$ cat config.mk
export PLATFORM = sky130hd
export DESIGN_NAME = ext_bus_arbiter
export DESIGN_NICKNAME = d
export VERILOG_FILES = /design/src/rtl/ext_bus_arbiter_pkg.sv /design/src/rtl/ext_bus_arbiter_rr_pick3.sv /design/src/rtl/ext_bus_arbiter.sv
export SDC_FILE = /design/constraint.sdc
export NUM_CORES = 1
export LEC_CHECK = 0
export BUFFER_PORTS_ARGS = -buffer_cell sky130_fd_sc_hd__buf_2
export CAP_MARGIN = 10
export CORE_UTILIZATION = 55
export CTS_CLUSTER_DIAMETER = 120
export DETAILED_ROUTE_END_ITERATION = 8
export PLACE_DENSITY = 0.86
export SLEW_MARGIN = 10
export SYNTH_ARGS = -nofsm -noshare
export SYNTH_HDL_FRONTEND = slang
export SYNTH_SLANG_ARGS = --single-unit
$ cat constraint.sdc
create_clock -name clk -period 7.1 [get_ports clk]
set_input_delay 1.775 -clock clk [delete_from_list [all_inputs] [get_ports clk]]
set_output_delay 1.775 -clock clk [all_outputs]
set_load 0.05 [all_outputs]
$ cat src/rtl/ext_bus_arbiter_pkg.sv
// Shared types for the outbound Arduino bus arbiter.
// Contents: requester indices, arbiter FSM states, the picker decision
// bundle (dec_sig_t), the registered output bundle (ctrl_sig_t) and a
// round-robin successor helper.
package ext_bus_arbiter_pkg;

    localparam int NUM_BUS_REQ = 3;

    typedef enum logic [1:0] {
        REQ_PC  = 2'd0,
        REQ_MDR = 2'd1,
        REQ_MAR = 2'd2
    } req_idx_t;

    typedef enum logic [1:0] {
        ST_IDLE    = 2'd0,
        ST_SEND    = 2'd1,
        ST_RELEASE = 2'd2,
        ST_FINISH  = 2'd3
    } arb_state_t;

    // Result of one arbitration round.
    typedef struct packed {
        logic [NUM_BUS_REQ-1:0] gnt;
        req_idx_t               idx;
        logic                   any;
    } dec_sig_t;

    // Everything the arbiter drives to the outside world, held in registers.
    typedef struct packed {
        logic [7:0]             out_bus;
        logic                   out_valid;
        logic [NUM_BUS_REQ-1:0] gnt;
        logic [NUM_BUS_REQ-1:0] done;
        logic                   busy;
        logic                   timeout_err;
    } ctrl_sig_t;

    // Requester that follows i in round-robin order.
    function automatic req_idx_t next_idx(input req_idx_t i);
        case (i)
            REQ_PC:  return REQ_MDR;
            REQ_MDR: return REQ_MAR;
            default: return REQ_PC;
        endcase
    endfunction

endpackage

$ cat src/rtl/ext_bus_arbiter_rr_pick3.sv
// Combinational three-way round-robin picker.
// Ports:
//   req  - request vector, bit i = requester i
//   ptr  - requester with highest priority this round (3 behaves as 0)
//   gnt  - one-hot grant, zero when no request
//   idx  - index of the granted requester
//   any  - at least one request pending
module rr_pick3
    import ext_bus_arbiter_pkg::*;
(
    input  logic [NUM_BUS_REQ-1:0] req,
    input  logic [1:0]             ptr,
    output logic [NUM_BUS_REQ-1:0] gnt,
    output logic [1:0]             idx,
    output logic                   any
);

    // Scan order starting at ptr and wrapping modulo 3.
    logic [1:0] order [NUM_BUS_REQ];

    always_comb begin
        case (ptr)
            2'd1:    order = '{2'd1, 2'd2, 2'd0};
            2'd2:    order = '{2'd2, 2'd0, 2'd1};
            default: order = '{2'd0, 2'd1, 2'd2};
        endcase
    end

    // Walk the scan order backwards so the earliest requester is the last
    // one written and therefore wins.
    always_comb begin
        gnt = '0;
        idx = '0;
        any = |req;
        for (int k = NUM_BUS_REQ - 1; k >= 0; k--) begin
            if (req[order[k]]) begin
                gnt           = '0;
                gnt[order[k]] = 1'b1;
                idx           = order[k];
            end
        end
    end

endmodule

$ cat src/rtl/ext_bus_arbiter.sv
// Outbound Arduino bus arbiter: shares one 8-bit host bus between the PC,
// MDR and MAR word sources. A round-robin winner's 16-bit word is latched
// and sent as two bytes, each with a four-phase handshake on
// ard_receive_ready. A stuck handshake is aborted after TIMEOUT cycles.
// Ports:
//   clk, rst                    - clock, synchronous active-high reset
//   req[2:0]                    - requests (0=PC, 1=MDR, 2=MAR), level
//   pc_word/mdr_word/mar_word   - candidate words
//   ard_receive_ready           - host byte acknowledge
//   out_bus, out_valid          - byte to host and its qualifier
//   bus_pc/bus_mdr/bus_mar      - one-hot grant to the current owner
//   done[2:0]                   - one-cycle completion pulse per requester
//   busy                        - transfer in progress
//   timeout_err                 - one-cycle pulse on handshake abort
module ext_bus_arbiter
    import ext_bus_arbiter_pkg::*;
#(
    parameter int TIMEOUT   = 255,
    parameter bit MSB_FIRST = 1'b1
) (
    input  logic                   clk,
    input  logic                   rst,
    input  logic [NUM_BUS_REQ-1:0] req,
    input  logic [15:0]            pc_word,
    input  logic [15:0]            mdr_word,
    input  logic [15:0]            mar_word,
    input  logic                   ard_receive_ready,
    output logic [7:0]             out_bus,
    output logic                   out_valid,
    output logic                   bus_pc,
    output logic                   bus_mdr,
    output logic                   bus_mar,
    output logic [NUM_BUS_REQ-1:0] done,
    output logic                   busy,
    output logic                   timeout_err
);

    localparam int TW = (TIMEOUT < 2) ? 1 : $clog2(TIMEOUT + 1);

    arb_state_t    state, state_nxt;
    req_idx_t      rr_ptr, rr_ptr_nxt;
    req_idx_t      winner, winner_nxt;
    logic [15:0]   word, word_nxt;
    logic          byte_idx, byte_idx_nxt;
    logic [TW-1:0] timer, timer_nxt;
    ctrl_sig_t     outs, outs_nxt;

    logic [NUM_BUS_REQ-1:0] pick_gnt;
    logic [1:0]             pick_idx;
    logic                   pick_any;
    dec_sig_t               dec;
    logic [15:0]            sel_word;
    logic                   expired;

    function automatic logic [7:0] lead_byte(input logic [15:0] w);
        return MSB_FIRST ? w[15:8] : w[7:0];
    endfunction

    function automatic logic [7:0] trail_byte(input logic [15:0] w);
        return MSB_FIRST ? w[7:0] : w[15:8];
    endfunction

    rr_pick3 u_pick (
        .req (req),
        .ptr (rr_ptr),
        .gnt (pick_gnt),
        .idx (pick_idx),
        .any (pick_any)
    );

    assign dec = '{gnt: pick_gnt, idx: req_idx_t'(pick_idx), any: pick_any};

    always_comb begin
        case (dec.idx)
            REQ_MDR: sel_word = mdr_word;
            REQ_MAR: sel_word = mar_word;
            default: sel_word = pc_word;
        endcase
    end

    // A zero TIMEOUT never matches because the compare is gated off.
    assign expired = (TIMEOUT != 0) && (timer == TW'(TIMEOUT));

    // State and all output/datapath registers.
    always_ff @(posedge clk) begin
        if (rst) begin
            state    <= ST_IDLE;
            rr_ptr   <= REQ_PC;
            winner   <= REQ_PC;
            word     <= '0;
            byte_idx <= 1'b0;
            timer    <= '0;
            outs     <= '0;
        end else begin
            state    <= state_nxt;
            rr_ptr   <= rr_ptr_nxt;
            winner   <= winner_nxt;
            word     <= word_nxt;
            byte_idx <= byte_idx_nxt;
            timer    <= timer_nxt;
            outs     <= outs_nxt;
        end
    end

    // Next-state logic.
    always_comb begin
        state_nxt = state;
        case (state)
            ST_IDLE: begin
                if (dec.any) state_nxt = ST_SEND;
            end
            ST_SEND: begin
                if (expired)                state_nxt = ST_IDLE;
                else if (ard_receive_ready) state_nxt = ST_RELEASE;
            end
            ST_RELEASE: begin
                if (expired)                 state_nxt = ST_IDLE;
                else if (!ard_receive_ready) state_nxt = byte_idx ? ST_FINISH : ST_SEND;
            end
            default: state_nxt = ST_IDLE;
        endcase
    end

    // Next values of the registered outputs and datapath.
    always_comb begin
        outs_nxt             = outs;
        outs_nxt.done        = '0;
        outs_nxt.timeout_err = 1'b0;
        rr_ptr_nxt           = rr_ptr;
        winner_nxt           = winner;
        word_nxt             = word;
        byte_idx_nxt         = byte_idx;

        case (state)
            ST_IDLE: begin
                if (dec.any) begin
                    winner_nxt         = dec.idx;
                    word_nxt           = sel_word;
                    byte_idx_nxt       = 1'b0;
                    outs_nxt.gnt       = dec.gnt;
                    outs_nxt.out_bus   = lead_byte(sel_word);
                    outs_nxt.out_valid = 1'b1;
                    outs_nxt.busy      = 1'b1;
                end
            end
            ST_SEND, ST_RELEASE: begin
                if (expired) begin
                    // Abort: drop the bus and move priority past the stuck owner.
                    outs_nxt.timeout_err = 1'b1;
                    outs_nxt.out_valid   = 1'b0;
                    outs_nxt.out_bus     = '0;
                    outs_nxt.gnt         = '0;
                    outs_nxt.busy        = 1'b0;
                    rr_ptr_nxt           = next_idx(winner);
                end else if (state == ST_SEND) begin
                    if (ard_receive_ready) outs_nxt.out_valid = 1'b0;
                end else if (!ard_receive_ready) begin
                    if (!byte_idx) begin
                        byte_idx_nxt       = 1'b1;
                        outs_nxt.out_bus   = trail_byte(word);
                        outs_nxt.out_valid = 1'b1;
                    end else begin
                        outs_nxt.out_bus = '0;
                    end
                end
            end
            default: begin
                outs_nxt.done[winner] = 1'b1;
                outs_nxt.gnt          = '0;
                outs_nxt.busy         = 1'b0;
                rr_ptr_nxt            = next_idx(winner);
            end
        endcase

        if (state_nxt != state)
            timer_nxt = '0;
        else if (state == ST_SEND || state == ST_RELEASE)
            timer_nxt = timer + TW'(1);
        else
            timer_nxt = '0;
    end

    assign out_bus     = outs.out_bus;
    assign out_valid   = outs.out_valid;
    assign bus_pc      = outs.gnt[REQ_PC];
    assign bus_mdr     = outs.gnt[REQ_MDR];
    assign bus_mar     = outs.gnt[REQ_MAR];
    assign done        = outs.done;
    assign busy        = outs.busy;
    assign timeout_err = outs.timeout_err;

endmodule

==> results.md <==
- Setup Fix Bufs, Post-CTS: 0
- Layout cell share with drive strength beyond 1: between 20% and 30%
- First-pass GRT wire length: slightly above 10 mm
- Final ANT Viol Nets: 0
- Die X-Extent: 69.6 µm
- Data required time at the worst endpoint: about 7300 ps
- Vias in the first global route: ~2,200
- HPWL Detailed: 4.25 mm
- Critical-path top delay cell: ha_1
- Reg clk slew, reported paths: around 80 ps
- Clock Root Buffer: clkbuf_8
- Register area share after synthesis: 31.8%
- Starting Density: a little under three fifths
- Overall Power: ~0.81 mW
- Placed cell area: between 2000 and 3000 µm²
- Crit Path Max Fanout: 32
- Min-Delay Path Class: reg2reg
- Leak Pwr: 1.22 nW
- Final setup fails: 0
- Crit end category: flip-flop
- Slew headroom: ~50%
- CTS tree: done
- WL final: slightly above 6 mm
- Htree depth: 2
- Kind of critical path: in2reg
- Mean Syn Cell Area: ~8.1 µm²
- Die Height: roughly 70 µm
- Setup_tns: 0 ps
- Final cell area excluding filler cells: about 2900 µm²
- Total gr overflow: 0
- Crit-path cells: buf_2 -> mux2i_1 -> nor2_1 -> nand4b_1 -> ha_1 -> a221oi_1 -> nor3_1 -> a21oi_1 -> a211oi_1
- F_max: 0.266 GHz
- Most frequent cells in the layout: buf_2 (70), dfxtp_1 (40), nand2_1 (39), a21oi_1 (28), nor2_1 (23)
- Skew-Pair Late Insertion Delay: ~300 ps
- Largest net degree at the start of global routing: 33
- Tmin final: approximately 3800 ps
- I/O Pins: 71
- Flop and latch count out of synthesis: 40
- Power per cell area: 277 nW/µm²
- CTS resizes: 0
- DRC: 0
- Synthesis Warnings: 0
- Primary FF master, synth: dfxtp_1
- Core box area: between 4000 and 5000 µm²
- Post-Syn Instances: between 300 and 400
- Slew at the pin closest to its max-slew limit: about 740 ps
- Total die area: roughly 4800 µm²
- Most common cell after layout, fill and taps aside: buf_2
- Drt pass-1 iters: 7
- Final period util: between 50% and 60%
- Antenna violations before repair: 0
- Fin cells: roughly 420
- Unrepaired setup endpoints after global routing: no
- Inserted Clock Buffers: 5
- EDFF count, synth: 0
- Initial drt markers: about 180
- Rows: 24
- Final Slew Violations: 0
- Crit path largest cell delay: between 800 and 900 ps
- Peak VDD IR: roughly 0.13 mV
- WP data arrival: a little under 4000 ps
- Via count: 2,459
- Dpl cells: between 400 and 500
- Setup crit start kind: primary input
- Sink Count: 40
- Met2 Routed Length: 2.88 mm
- Wl on met1: 2.72 mm
- Max-cap violations: 0
- Top sig layer: met4
- DR vias/cell: 5.87
- Post-synth ARST share: 0%
- Post-CTS Hold Buffers: 0
- NumNets Final: between 400 and 500
- Hold Vio Cnt, Final: 0
- GRT Overall Usage: approximately 26%
- Syn Nets: 376
- Layout area overhead: 16.4%
- Final GP Congestion: between 0.8 and 0.9
- Port Buf Inserts: 70
- CTS Buffer Depth: 2
- Clock Skew: roughly 5.6 ps
- Per-cell routed wire length: 14.6 µm
- Met3 routed WL: 383 µm
- Diode count: 0
- Outcome: finished, final reports clean
- Yosys cell types: 57
- Syn Std Cell Area: approximately 2500 µm²
-- cell type report --
cell class | instances | area [µm²]
Multi-Input combinational cell | 240 | 1550
Fill cell | 372 | 1460
Sequential cell | 40 | 801
Timing Repair Buffer | 70 | 350
Clock buffer | 7 | 96.3
Tap cell | 52 | 65.1
Inverter | 9 | 33.8
Clock inverter | 1 | 30.0
-- flip-flops by register name, indices dropped and copies added (netlist names) --
signal,count
winner,2
bus_mdr,1
timeout_err,1
out_bus,8
out_valid,1
done,3
byte_idx,1
busy,1
rr_ptr,2
bus_pc,1
timer,8
word,8
bus_mar,1
state,2
-- worst max-delay path: cells and delay by family --
kind | cells | cell delay (ps)
AO/OA/AOI/OAI | 3 | 460
AND/OR/NAND/NOR | 3 | 530
buffers and inverters | 1 | 170
adder cells (fa/ha/maj) | 1 | 830
multiplexers | 1 | 200
-- per-stage QoR --
step | hold slack (ps) | setup WS (ps) | utilization, %
finish | 456 | 3340 | 66.8
global route | 476 | 3080 | 66.8
CTS | 456 | 3380 | 66.8
global placement | 439 | 3140 | 63.9
detailed placement | 443 | 3090 | 63.9
floorplan | 423 | 3460 | -
-- path summary, 6_finish.rpt --
path / start / end / slack (ps) / cells past startpoint
hold reg to reg: bus_mar$_SDFFE_PP0P_ / bus_mar$_SDFFE_PP0P_ / 460 / 2
setup / recovery: req[2] / out_bus[0]$_SDFFE_PP0P_ / 3340 / 9
setup reg to reg: rr_ptr[0]$_SDFFE_PP0P_ / out_bus[0]$_SDFFE_PP0P_ / 4080 / 10
hold / removal: bus_mar$_SDFFE_PP0P_ / bus_mar$_SDFFE_PP0P_ / 460 / 2
-- metal layers --
| metal | up-vias | global-route usage, % |
|---|---|---|
| li1 | 1235 | - |
| met1 | 1113 | 32.0 |
| met2 | 99 | 43.7 |
| met3 | 12 | 6.10 |
| met4 | 0 | 9.56 |
| met5 | - | 0 |
-- synth_stat cells (all sizes together) (2+ instances only) --
| library cell | number | share of area (%) |
|---|---|---|
| ha | 10 | 5.0 |
| a221oi | 9 | 3.1 |
| nand2 | 39 | 5.8 |
| a22oi | 8 | 2.4 |
| inv | 9 | 1.3 |
| mux2i | 6 | 2.4 |
| buf | 12 | 3.5 |
| a21oi | 28 | 5.6 |
| o211ai | 4 | 1.2 |
| dfxtp | 40 | 32 |
| nor3 | 20 | 4.4 |
| nor2 | 24 | 3.9 |
| nand3 | 5 | 1.2 |
| nand2b | 4 | 0.99 |
| o21a | 5 | 1.8 |
| clkbuf | 11 | 1.6 |
| a211oi | 9 | 3.1 |
| nor3b | 2 | 0.60 |
| nand3b | 6 | 1.8 |
| xor2 | 5 | 1.7 |
| a32oi | 2 | 0.70 |
| nand4 | 2 | 1.1 |
| o21ai | 19 | 4.2 |
| nor2b | 10 | 2.5 |
-- where the power goes --
group / leakage (nW) / switching, mW / internal [mW]
logic: 0.823 / 0.216 / 0.113
registers: 0.328 / 0.0220 / 0.254
clock network: 0.0645 / 0.0822 / 0.124
total: 1.22 / 0.321 / 0.491
-- logic make-up after synthesis --
kind of cell	Yosys count	synth area share, %
AOI/OAI and AO/OA	98	27.4
xor gates and xnor gates	6	2.09
adders and majority gates	10	4.97
buffers and inverters	32	6.51
DFF	40	31.8
muxes	7	2.83
and+or+nand+nor	119	24.4
(Power assumes the default switching activity.)
